--- src/rtl/noc_pkg.sv ---
// Shared definitions for the NoC input port: port-select codes, flit field
// layout, FSM state encoding and the XY route function.
package noc_pkg;

  // Flit layout: [15:12] dest X, [11:8] dest Y, [7:0] payload
  localparam int FLIT_W    = 16;
  localparam int COORD_W   = 4;
  localparam int PAYLOAD_W = 8;
  localparam int DX_LSB    = 12;
  localparam int DY_LSB    = 8;
  localparam int PL_LSB    = 0;
  localparam int SEL_W     = 3;

  // Output port select codes toward the 1-to-5 demux
  localparam logic [SEL_W-1:0] PORT_N = 3'b000;
  localparam logic [SEL_W-1:0] PORT_S = 3'b001;
  localparam logic [SEL_W-1:0] PORT_W = 3'b010;
  localparam logic [SEL_W-1:0] PORT_E = 3'b011;
  localparam logic [SEL_W-1:0] PORT_L = 3'b100;

  // Input port control FSM
  typedef enum logic [1:0] {
    ST_IDLE  = 2'd0,
    ST_ROUTE = 2'd1,
    ST_SEND  = 2'd2
  } state_e;

  // Dimension-ordered routing: resolve X first, then Y, else deliver locally
  function automatic logic [SEL_W-1:0] xy_route(
    input logic [FLIT_W-1:0]  flit,
    input logic [COORD_W-1:0] x_id,
    input logic [COORD_W-1:0] y_id
  );
    logic [COORD_W-1:0] dx;
    logic [COORD_W-1:0] dy;
    dx = flit[DX_LSB +: COORD_W];
    dy = flit[DY_LSB +: COORD_W];
    if (dx > x_id)      xy_route = PORT_E;
    else if (dx < x_id) xy_route = PORT_W;
    else if (dy > y_id) xy_route = PORT_N;
    else if (dy < y_id) xy_route = PORT_S;
    else                xy_route = PORT_L;
  endfunction

endpackage

--- src/rtl/noc_fifo.sv ---
// Flit FIFO for the input port. Power-of-two depth so pointers wrap naturally.
// Storage is not reset; only pointers and occupancy are.
module noc_fifo
  import noc_pkg::*;
#(
  parameter int DEPTH = 4,
  parameter int WIDTH = FLIT_W
) (
  input  logic                     clk_i,
  input  logic                     rst_i,
  input  logic                     push_i,
  input  logic                     pop_i,
  input  logic [WIDTH-1:0]         data_i,
  output logic [WIDTH-1:0]         data_o,
  output logic                     full_o,
  output logic                     empty_o,
  output logic [$clog2(DEPTH):0]   count_o
);

  localparam int PTR_W = $clog2(DEPTH);
  localparam int CNT_W = PTR_W + 1;
  localparam logic [CNT_W-1:0] DEPTH_C = CNT_W'(DEPTH);

  logic [WIDTH-1:0] mem [DEPTH];
  logic [PTR_W-1:0] wr_ptr;
  logic [PTR_W-1:0] rd_ptr;
  logic [CNT_W-1:0] count;
  logic             do_push;
  logic             do_pop;

  assign full_o  = (count == DEPTH_C);
  assign empty_o = (count == '0);
  assign do_push = push_i & ~full_o;
  assign do_pop  = pop_i & ~empty_o;
  assign data_o  = mem[rd_ptr];
  assign count_o = count;

  // Flit storage write
  always_ff @(posedge clk_i) begin
    if (do_push) mem[wr_ptr] <= data_i;
  end

  // Pointer and occupancy bookkeeping; push+pop together leaves count unchanged
  always_ff @(posedge clk_i or posedge rst_i) begin
    if (rst_i) begin
      wr_ptr <= '0;
      rd_ptr <= '0;
      count  <= '0;
    end else begin
      if (do_push) wr_ptr <= wr_ptr + 1'b1;
      if (do_pop)  rd_ptr <= rd_ptr + 1'b1;
      if (do_push && !do_pop)      count <= count + 1'b1;
      else if (!do_push && do_pop) count <= count - 1'b1;
    end
  end

endmodule

--- src/rtl/noc_input_port.sv ---
// NoC router input port: buffers incoming flits, computes the XY output port
// for the head flit, and presents it to the crossbar until granted.
module noc_input_port
  import noc_pkg::*;
#(
  parameter logic [COORD_W-1:0] X_ID  = 4'd0,
  parameter logic [COORD_W-1:0] Y_ID  = 4'd0,
  parameter int                 DEPTH = 4
) (
  input  logic                   clk_i,
  input  logic                   rst_i,
  input  logic [FLIT_W-1:0]      data_i,
  input  logic                   valid_i,
  output logic                   ready_o,
  input  logic                   grant_i,
  output logic [FLIT_W-1:0]      data_o,
  output logic [SEL_W-1:0]       sel_o,
  output logic                   enable_o,
  output logic [$clog2(DEPTH):0] count_o
);

  localparam int CNT_W = $clog2(DEPTH) + 1;

  state_e            state_q;
  logic [SEL_W-1:0]  sel_q;
  logic [FLIT_W-1:0] head;
  logic [CNT_W-1:0]  count;
  logic              full;
  logic              empty;
  logic              push;
  logic              pop;

  // ready depends only on occupancy, so a full FIFO never accepts even when popping
  assign ready_o  = ~full;
  assign push     = valid_i & ready_o;
  assign enable_o = (state_q == ST_SEND);
  assign pop      = enable_o & grant_i;
  assign count_o  = count;
  assign data_o   = enable_o ? head  : '0;
  assign sel_o    = enable_o ? sel_q : '0;

  noc_fifo #(
    .DEPTH (DEPTH),
    .WIDTH (FLIT_W)
  ) u_fifo (
    .clk_i   (clk_i),
    .rst_i   (rst_i),
    .push_i  (push),
    .pop_i   (pop),
    .data_i  (data_i),
    .data_o  (head),
    .full_o  (full),
    .empty_o (empty),
    .count_o (count)
  );

  // Control FSM: ROUTE always sits between flits so sel is registered from the new head
  always_ff @(posedge clk_i or posedge rst_i) begin
    if (rst_i) begin
      state_q <= ST_IDLE;
      sel_q   <= '0;
    end else begin
      case (state_q)
        ST_IDLE: begin
          if (!empty) state_q <= ST_ROUTE;
        end
        ST_ROUTE: begin
          sel_q   <= xy_route(head, X_ID, Y_ID);
          state_q <= ST_SEND;
        end
        ST_SEND: begin
          if (grant_i) begin
            if (count > CNT_W'(1)) state_q <= ST_ROUTE;
            else                   state_q <= ST_IDLE;
          end
        end
        default: state_q <= ST_IDLE;
      endcase
    end
  end

endmodule

--- config.mk ---
export PLATFORM = sky130hd
export DESIGN_NAME = noc_input_port
export DESIGN_NICKNAME = d
export VERILOG_FILES = /design/src/rtl/noc_pkg.sv /design/src/rtl/noc_fifo.sv /design/src/rtl/noc_input_port.sv
export SDC_FILE = /design/constraint.sdc
export NUM_CORES = 1
export LEC_CHECK = 0
export BUFFER_PORTS_ARGS = -buffer_cell sky130_fd_sc_hd__buf_4
export CAP_MARGIN = 10
export CORE_MARGIN = 4
export CORE_UTILIZATION = 45
export DETAILED_ROUTE_END_ITERATION = 16
export GPL_TIMING_DRIVEN = 1
export PLACE_DENSITY_LB_ADDON = 0.2
export SLEW_MARGIN = 20
export SYNTH_ARGS = -nofsm -noshare
export SYNTH_HDL_FRONTEND = slang
export SYNTH_HIERARCHICAL = 1
export SYNTH_SLANG_ARGS = --single-unit
export TNS_END_PERCENT = 1
--- constraint.sdc ---
create_clock -name clk_i -period 2.3 [get_ports clk_i]
set_clock_uncertainty 0.2 [all_clocks]
set_input_delay 0.46 -clock clk_i [delete_from_list [all_inputs] [get_ports clk_i]]
set_output_delay 0.46 -clock clk_i [all_outputs]
set_load 0.02 [all_outputs]
==> results of run 1 <==
-- worst min path at each step --
stage	from	endpoint	slack, ns	depth (start not counted)
after CTS	data_i[9]	u_fifo/mem[2][9]$_DFFE_PP_	0.10	1
after detailed placement	rst_i	sel_q[2]$_DFFE_PP0N_	0.17	2
final	data_i[9]	u_fifo/mem[2][9]$_DFFE_PP_	0.12	1
after floorplan	rst_i	sel_q[1]$_DFFE_PP0N_	0.03	1
after global placement	rst_i	state_q[0]$_DFFE_PP0P_	0.16	2
after global routing	data_i[2]	u_fifo/mem[3][2]$_DFFE_PP_	0.10	1
-- metal layers --
metal	GRT usage	vias up	share of wire
met1	0.173	793	0.43
met4	0.0641	0	0.013
met2	0.236	50	0.51
met5	0	-	0
met3	0.0323	9	0.050
li1	-	718	-
-- state kept, by name (all words and copies together) (netlist names) --
name            cells
sel_q               2
state_q             2
u_fifo/count_o      3
u_fifo/mem         64
u_fifo/rd_ptr       2
u_fifo/wr_ptr       2
-- metrics by stage --
step           setup WS, ns  instances
3_3_place_gp         0.0981        299
4_1_cts              -0.135        317
5_1_grt              -0.170        317
3_5_place_dp         0.0479        299
6_report            -0.0980        317
2_1_floorplan        0.0117        163
-- power groups by stage --
stage | Sequential, W | Combinational, W | Clock [W]
floorplan | 0.00200 | 0.00123 | 0
global placement | 0.00200 | 0.00170 | 0
detailed placement | 0.00203 | 0.00175 | 0
CTS | 0.00201 | 0.00198 | 0.00105
global route | 0.00204 | 0.00211 | 0.00110
finish | 0.00201 | 0.00194 | 0.00102
-- cell usage in the layout (no fill, tap or decap), types with 2 or more instances in the layout --
cell type,n
sky130_fd_sc_hd__and2_1,4
sky130_fd_sc_hd__and2_2,4
sky130_fd_sc_hd__and2_4,15
sky130_fd_sc_hd__buf_4,32
sky130_fd_sc_hd__buf_6,15
sky130_fd_sc_hd__clkbuf_8,11
sky130_fd_sc_hd__clkinv_2,2
sky130_fd_sc_hd__dfrtp_1,7
sky130_fd_sc_hd__dfrtp_2,4
sky130_fd_sc_hd__edfxtp_1,64
sky130_fd_sc_hd__ha_1,4
sky130_fd_sc_hd__inv_1,7
sky130_fd_sc_hd__mux4_2,16
sky130_fd_sc_hd__nand2_1,3
sky130_fd_sc_hd__nand2b_1,2
sky130_fd_sc_hd__o21ai_0,2
sky130_fd_sc_hd__xnor2_1,4
sky130_fd_sc_hd__xor2_1,2
-- layout make-up --
class	count	area, sq um	area share
Multi-Input combinational cell	73	856	0.222
Sequential cell	75	2200	0.570
Clock inverter	4	48.8	0.0126
Inverter	7	26.3	0.00680
Clock buffer	12	155	0.0402
Timing Repair Buffer	50	454	0.118
Tap cell	96	120	0.0311
-- what timing repair did --
item	4_1_cts	5_1_grt
setup endpoints to repair	16	18
pin swaps	0	0
buffers inserted	1	0
endpoints found under the hold margin	11	0
hold buffers	1	0
resized for setup	41	2
-- cells by family after synthesis --
logic type	synth area share
AND/OR/NAND/NOR	0.0837
adder cells (fa/ha/maj)	0.0263
multiplexers	0.133
buffers and inverters	0.0323
XOR/XNOR	0.0167
AO/OA/AOI/OAI	0.00876
flip-flops	0.700
==> results.toml, run 1 <==
[setup_path]
crit_required_ns = 1.64
cpPeakStageDelay_ns = 0.54
critPathArrivalTime_ns = 1.74
worstReg2RegEnd = "u_fifo/count_o[1]$_DFFE_PP0P_"
rrSetupSlack_ns = 0.08
critPathLaunchType = "flop"
cp_cell_sequence = "buf_12 > mux4_2 > and2_4 > buf_6"
timing.critical_path.depth = 4
crit_path_top_delay_cell = "sky130_fd_sc_hd__mux4_2"
setup.worst_path.end_class = "output port"
worstSetupEndpoint = "data_o[14]"
path_class = "flop to output port"
cp_top_family = "multiplexers"
critPathMaxFanout = 9
critical_path.n_buffers_inverters = 2
worst-r2r-cell-count = 7
crit-reg2reg-launch = "u_fifo/count_o[0]$_DFFE_PP0P_"
crit_path_start = "u_fifo/rd_ptr[0]$_DFFE_PP0P_"

[synthesis]
number_of_distinct_library_cells_after_synthesis = 33
synth.largest_area_cell = "sky130_fd_sc_hd__edfxtp_1"
ys.flop_type = "sky130_fd_sc_hd__edfxtp_1"
post_synth_most_frequent_cells = "64 x sky130_fd_sc_hd__edfxtp_1, 18 x sky130_fd_sc_hd__and2_1, 11 x sky130_fd_sc_hd__dfrtp_1, 8 x sky130_fd_sc_hd__mux4_1, 8 x sky130_fd_sc_hd__mux4_2"
synth_most_common_cell = "sky130_fd_sc_hd__edfxtp_1"
syn_inst = 163
async_flop_share = 0.147
synthesis.yosys.warnings = 6
postSynthNetCount = 189
synth.yosys.seq_area_share = 0.700
synth_largest_type_area_fraction = 0.612
synthesis.area_sq_um = 3140
synth_edf_count = 64
post_synth.cell_area_avg_sq_um = 19.3
yosys-top-cells-area = "sky130_fd_sc_hd__edfxtp_1 61%, sky130_fd_sc_hd__dfrtp_1 8.8%, sky130_fd_sc_hd__mux4_1 6.7%"
synth.ff_latch_count = 75

[floorplanning]
area_of_the_placeable_core_sq_um = 6790
die_h_um = 91.5
fp.dieArea_sq_um = 8380
ioPinCount = 44
chipWidth_um = 91.5
fp-row-count = 30
initial_utilization = 0.462

[placement]
place.port_buffers = 43
detailed_place.area_sq_um = 3560
place_hpwl_um = 3460
routabilityCongestion = 0.724

[status]
outcome = "finished with violations"
failed_checks = "negative setup slack"

[power]
power.combinational.fraction = 0.391
ir_worst_vdd_mv = 0.659
net_switching_share_of_the_total_power = 0.314
seq_power_share = 0.404
power.clock.fraction = 0.206
cellInternalPower_w = 0.00341
finalPower_w = 0.00497
leakage_nw = 1.43
p_sw_w = 0.00156
power.density_cell_area_nw_per_um2 = 1290

[global_routing]
groute.usage.overall = 0.141
antenna_found_initial = 0
vias_in_the_first_global_route = 1701
grt_overflow_total = 0
grt_start_max_net_pins = 21
grt_pass1_wl_um = 8740

[detailed_routing]
detailroute.via_count = 1570
drt-pass1-iter-count = 5
drt_iter0_drc = 90
final_antenna_violating_net_count = 0
routed_wl_um = 5450
vias_per_cell = 4.95
avgRoutedWirePerCell_um = 17.2
drcViolationCount = 0

[sta]
report.final.slew_viol_count = 0
rsz0062_at_grt = "yes"
worst_hold_slack_ns = 0.118
layout_min_cycle_time_ns = 2.40
slew-limit-headroom = 0.677
finalWorstSetupSlack_ns = -0.0980
setup-violations-final = 16
tightest_slew_ns = 0.484
fmax_ghz = 0.417
period_share = 1.04
hold_viol = 0
totalNegativeSetupSlack_ns = -1.01

[clock_tree]
clock_tree.buffer_depth = 2
cts.htree.levels = 3
numCtsBuffers = 9
tritoncts = "done"
cts_root_buf = "sky130_fd_sc_hd__clkbuf_8"
path_clk_slew_ns = 0.08
insertion_delay_ns = 0.34
clock_sinks = 75

[layout]
syn_to_final_growth_pct = 23.0
final_design_area_no_fill_sq_um = 3860
final_nets = 242
num_antenna_cells = 0
filler_cell_count = 538
postLayoutCoreUtil = 0.569
drive_above_1_share = 0.507

[hold_path]
hp-class = "input pin to flop"

[job]
number_of_violations_of_the_max_capacitance_limit = 0
No activity file was read; power rests on OpenSTA's default activity.
==> run 2, diff against run 1 <==
- CORE_UTILIZATION: 45 -> 42
==> run 2 against run 1 <==
  * The run still ends with negative setup slack left
  * Die area rose by 6.5%
  * Via count grew 0.64%
  * Register-to-register slack about the same
  * Final cell count up 3.2%
  * Critical endpoint is now data_o[9]
  * Largest cell class unchanged
==> results.toml, run 2 (synthesis results as in run 1) <==
[global_routing]
grt_overflow_total = 0
global_route.peak_usage_layer = "met2"
antenna_found_initial = 0
grt.met3_usage = 0.0319
vias_in_the_first_global_route = 1760
grt_start_max_net_pins = 21
grt_pass1_wl_um = 8960
grt.met1_usage = 0.173
global_routing_usage_on_met2 = 0.221
groute.usage.overall = 0.135

[floorplanning]
die_h_um = 94.5
area_of_the_placeable_core_sq_um = 7250
ioPinCount = 44
fp.dieArea_sq_um = 8920
initial_utilization = 0.433
chipWidth_um = 94.5
fp-row-count = 31

[setup_path]
critPathArrivalTime_ns = 1.76
crit-reg2reg-launch = "u_fifo/count_o[2]$_DFFE_PP0P_"
critPathLaunchType = "flop"
cpPeakStageDelay_ns = 0.52
worst-r2r-cell-count = 9
worstReg2RegEnd = "u_fifo/count_o[2]$_DFFE_PP0P_"
crit_path_top_delay_cell = "sky130_fd_sc_hd__mux4_2"
rrSetupSlack_ns = 0.08
crit_required_ns = 1.64
critPathMaxFanout = 4
setup.worst_path.end_class = "output port"
path_class = "flop to output port"
cp_cell_sequence = "clkbuf_16 > mux4_2 > and2_4 > buf_6"

[placement]
routabilityCongestion = 0.746
place_hpwl_um = 3520
place.port_buffers = 43

[clock_tree]
cts_root_buf = "sky130_fd_sc_hd__clkbuf_8"
clock_sinks = 75
clock_tree.buffer_depth = 2
path_clk_slew_ns = 0.07
tritoncts = "done"
insertion_delay_ns = 0.33
cts.htree.levels = 3
numCtsBuffers = 9

[status]
failed_checks = "negative setup slack"
outcome = "finished with violations"

[detailed_routing]
final_antenna_violating_net_count = 0
routed_wl_um = 5480
drt_iter0_drc = 73
detailroute.via_count = 1580
vias_per_cell = 4.83
drt-pass1-iter-count = 4
drcViolationCount = 0
avgRoutedWirePerCell_um = 16.8

[layout]
final_nets = 249
largest-register = "u_fifo/mem"
layout.cells.most_common = "sky130_fd_sc_hd__edfxtp_1"
syn_to_final_growth_pct = 24.9
sequential_cell_area_sq_um = 2200
postLayoutCoreUtil = 0.541
largest_register_ff_count = 64
num_antenna_cells = 0
layout_common_cells = "64 x sky130_fd_sc_hd__edfxtp_1, 37 x sky130_fd_sc_hd__buf_4, 16 x sky130_fd_sc_hd__and2_4, 16 x sky130_fd_sc_hd__buf_6, 16 x sky130_fd_sc_hd__mux4_2"
multi_input_area_sq_um = 862
drive_above_1_share = 0.518
filler_cell_count = 583

[power]
power.density_cell_area_nw_per_um2 = 1270
ir_worst_vdd_mv = 0.525
leakage_nw = 1.46

[sta]
layout_min_cycle_time_ns = 2.42
worst_hold_slack_ns = 0.130
hold_viol = 0
rsz0062_at_grt = "yes"
report.final.slew_viol_count = 0
setup-violations-final = 16
slew-limit-headroom = 0.681
totalNegativeSetupSlack_ns = -1.33
fmax_ghz = 0.414
period_share = 1.05
finalWorstSetupSlack_ns = -0.118
tightest_slew_ns = 0.479

[hold_path]
hp-class = "input pin to flop"
holdPathStages = 1
hold_path_end = "u_fifo/mem[0][0]$_DFFE_PP_"
worstHoldStart = "data_i[0]"

[job]
number_of_violations_of_the_max_capacitance_limit = 0
==> run 2: worst max-delay path: cells and delay by family, from the launching register on <==
kind / cells / cell delay [ns]
flip-flops: 1 / 0.46
AND/OR/NAND/NOR: 1 / 0.16
multiplexers: 1 / 0.52
buffers and inverters: 2 / 0.30
==> run 2: power by group <==
part           total [W]  switching (W)  internal, W
Combinational    0.00211       0.000975      0.00114
Sequential       0.00201       0.000170      0.00184
Clock           0.000868       0.000422     0.000446
==> run 2: timing repair <==
| action | CTS | global route |
|---|---|---|
| pin swaps | 0 | 1 |
| setup buffers | 4 | 2 |
| endpoints found under the setup margin | 16 | 18 |
| cloned | 1 | 0 |
| hold buffers | 1 | 0 |
| gates resized for setup | 44 | 4 |
| hold endpoints to repair | 11 | 0 |
==> run 2: worst max-delay path by stage <==
| stage | start | endpoint | slack, ns |
|---|---|---|---|
| after floorplan | u_fifo/count_o[0]$_DFFE_PP0P_ | u_fifo/count_o[1]$_DFFE_PP0P_ | 0.01 |
| after global placement | u_fifo/rd_ptr[0]$_DFFE_PP0P_ | data_o[1] | 0.11 |
| after detailed placement | u_fifo/count_o[0]$_DFFE_PP0P_ | u_fifo/count_o[1]$_DFFE_PP0P_ | 0.04 |
| after CTS | u_fifo/rd_ptr[0]$_DFFE_PP0P_ | data_o[1] | -0.16 |
| after global routing | u_fifo/rd_ptr[0]$_DFFE_PP0P_ | data_o[11] | -0.18 |
| final | u_fifo/rd_ptr[0]$_DFFE_PP0P_ | data_o[9] | -0.12 |
==> run 2: metal layers <==
| layer | vias up | wire length, um |
|---|---|---|
| met5 | - | 0 |
| li1 | 730 | - |
| met2 | 36 | 2860 |
| met1 | 807 | 2320 |
| met4 | 0 | 63 |
| met3 | 7 | 238 |
==> run 2: per-stage QoR <==
| step | total power, W | instance area, sq um | std cells | worst slack, ns |
|---|---|---|---|---|
| CTS | 0.00501 | 3890 | 325 | -0.158 |
| detailed placement | 0.00378 | 3570 | 303 | 0.0401 |
| finish | 0.00499 | 3920 | 327 | -0.118 |
| global placement | 0.00371 | 3570 | 303 | 0.113 |
| global route | 0.00529 | 3920 | 327 | -0.177 |
| floorplan | 0.00323 | 3140 | 163 | 0.0117 |
==> run 2: layout make-up <==
cell class / instances / share of cell area
Tap cell: 99 / 0.0316
Sequential cell: 75 / 0.562
Clock buffer: 13 / 0.0405
Inverter: 7 / 0.00670
Multi-Input combinational cell: 73 / 0.220
Timing Repair Buffer: 57 / 0.136
Clock inverter: 3 / 0.00383
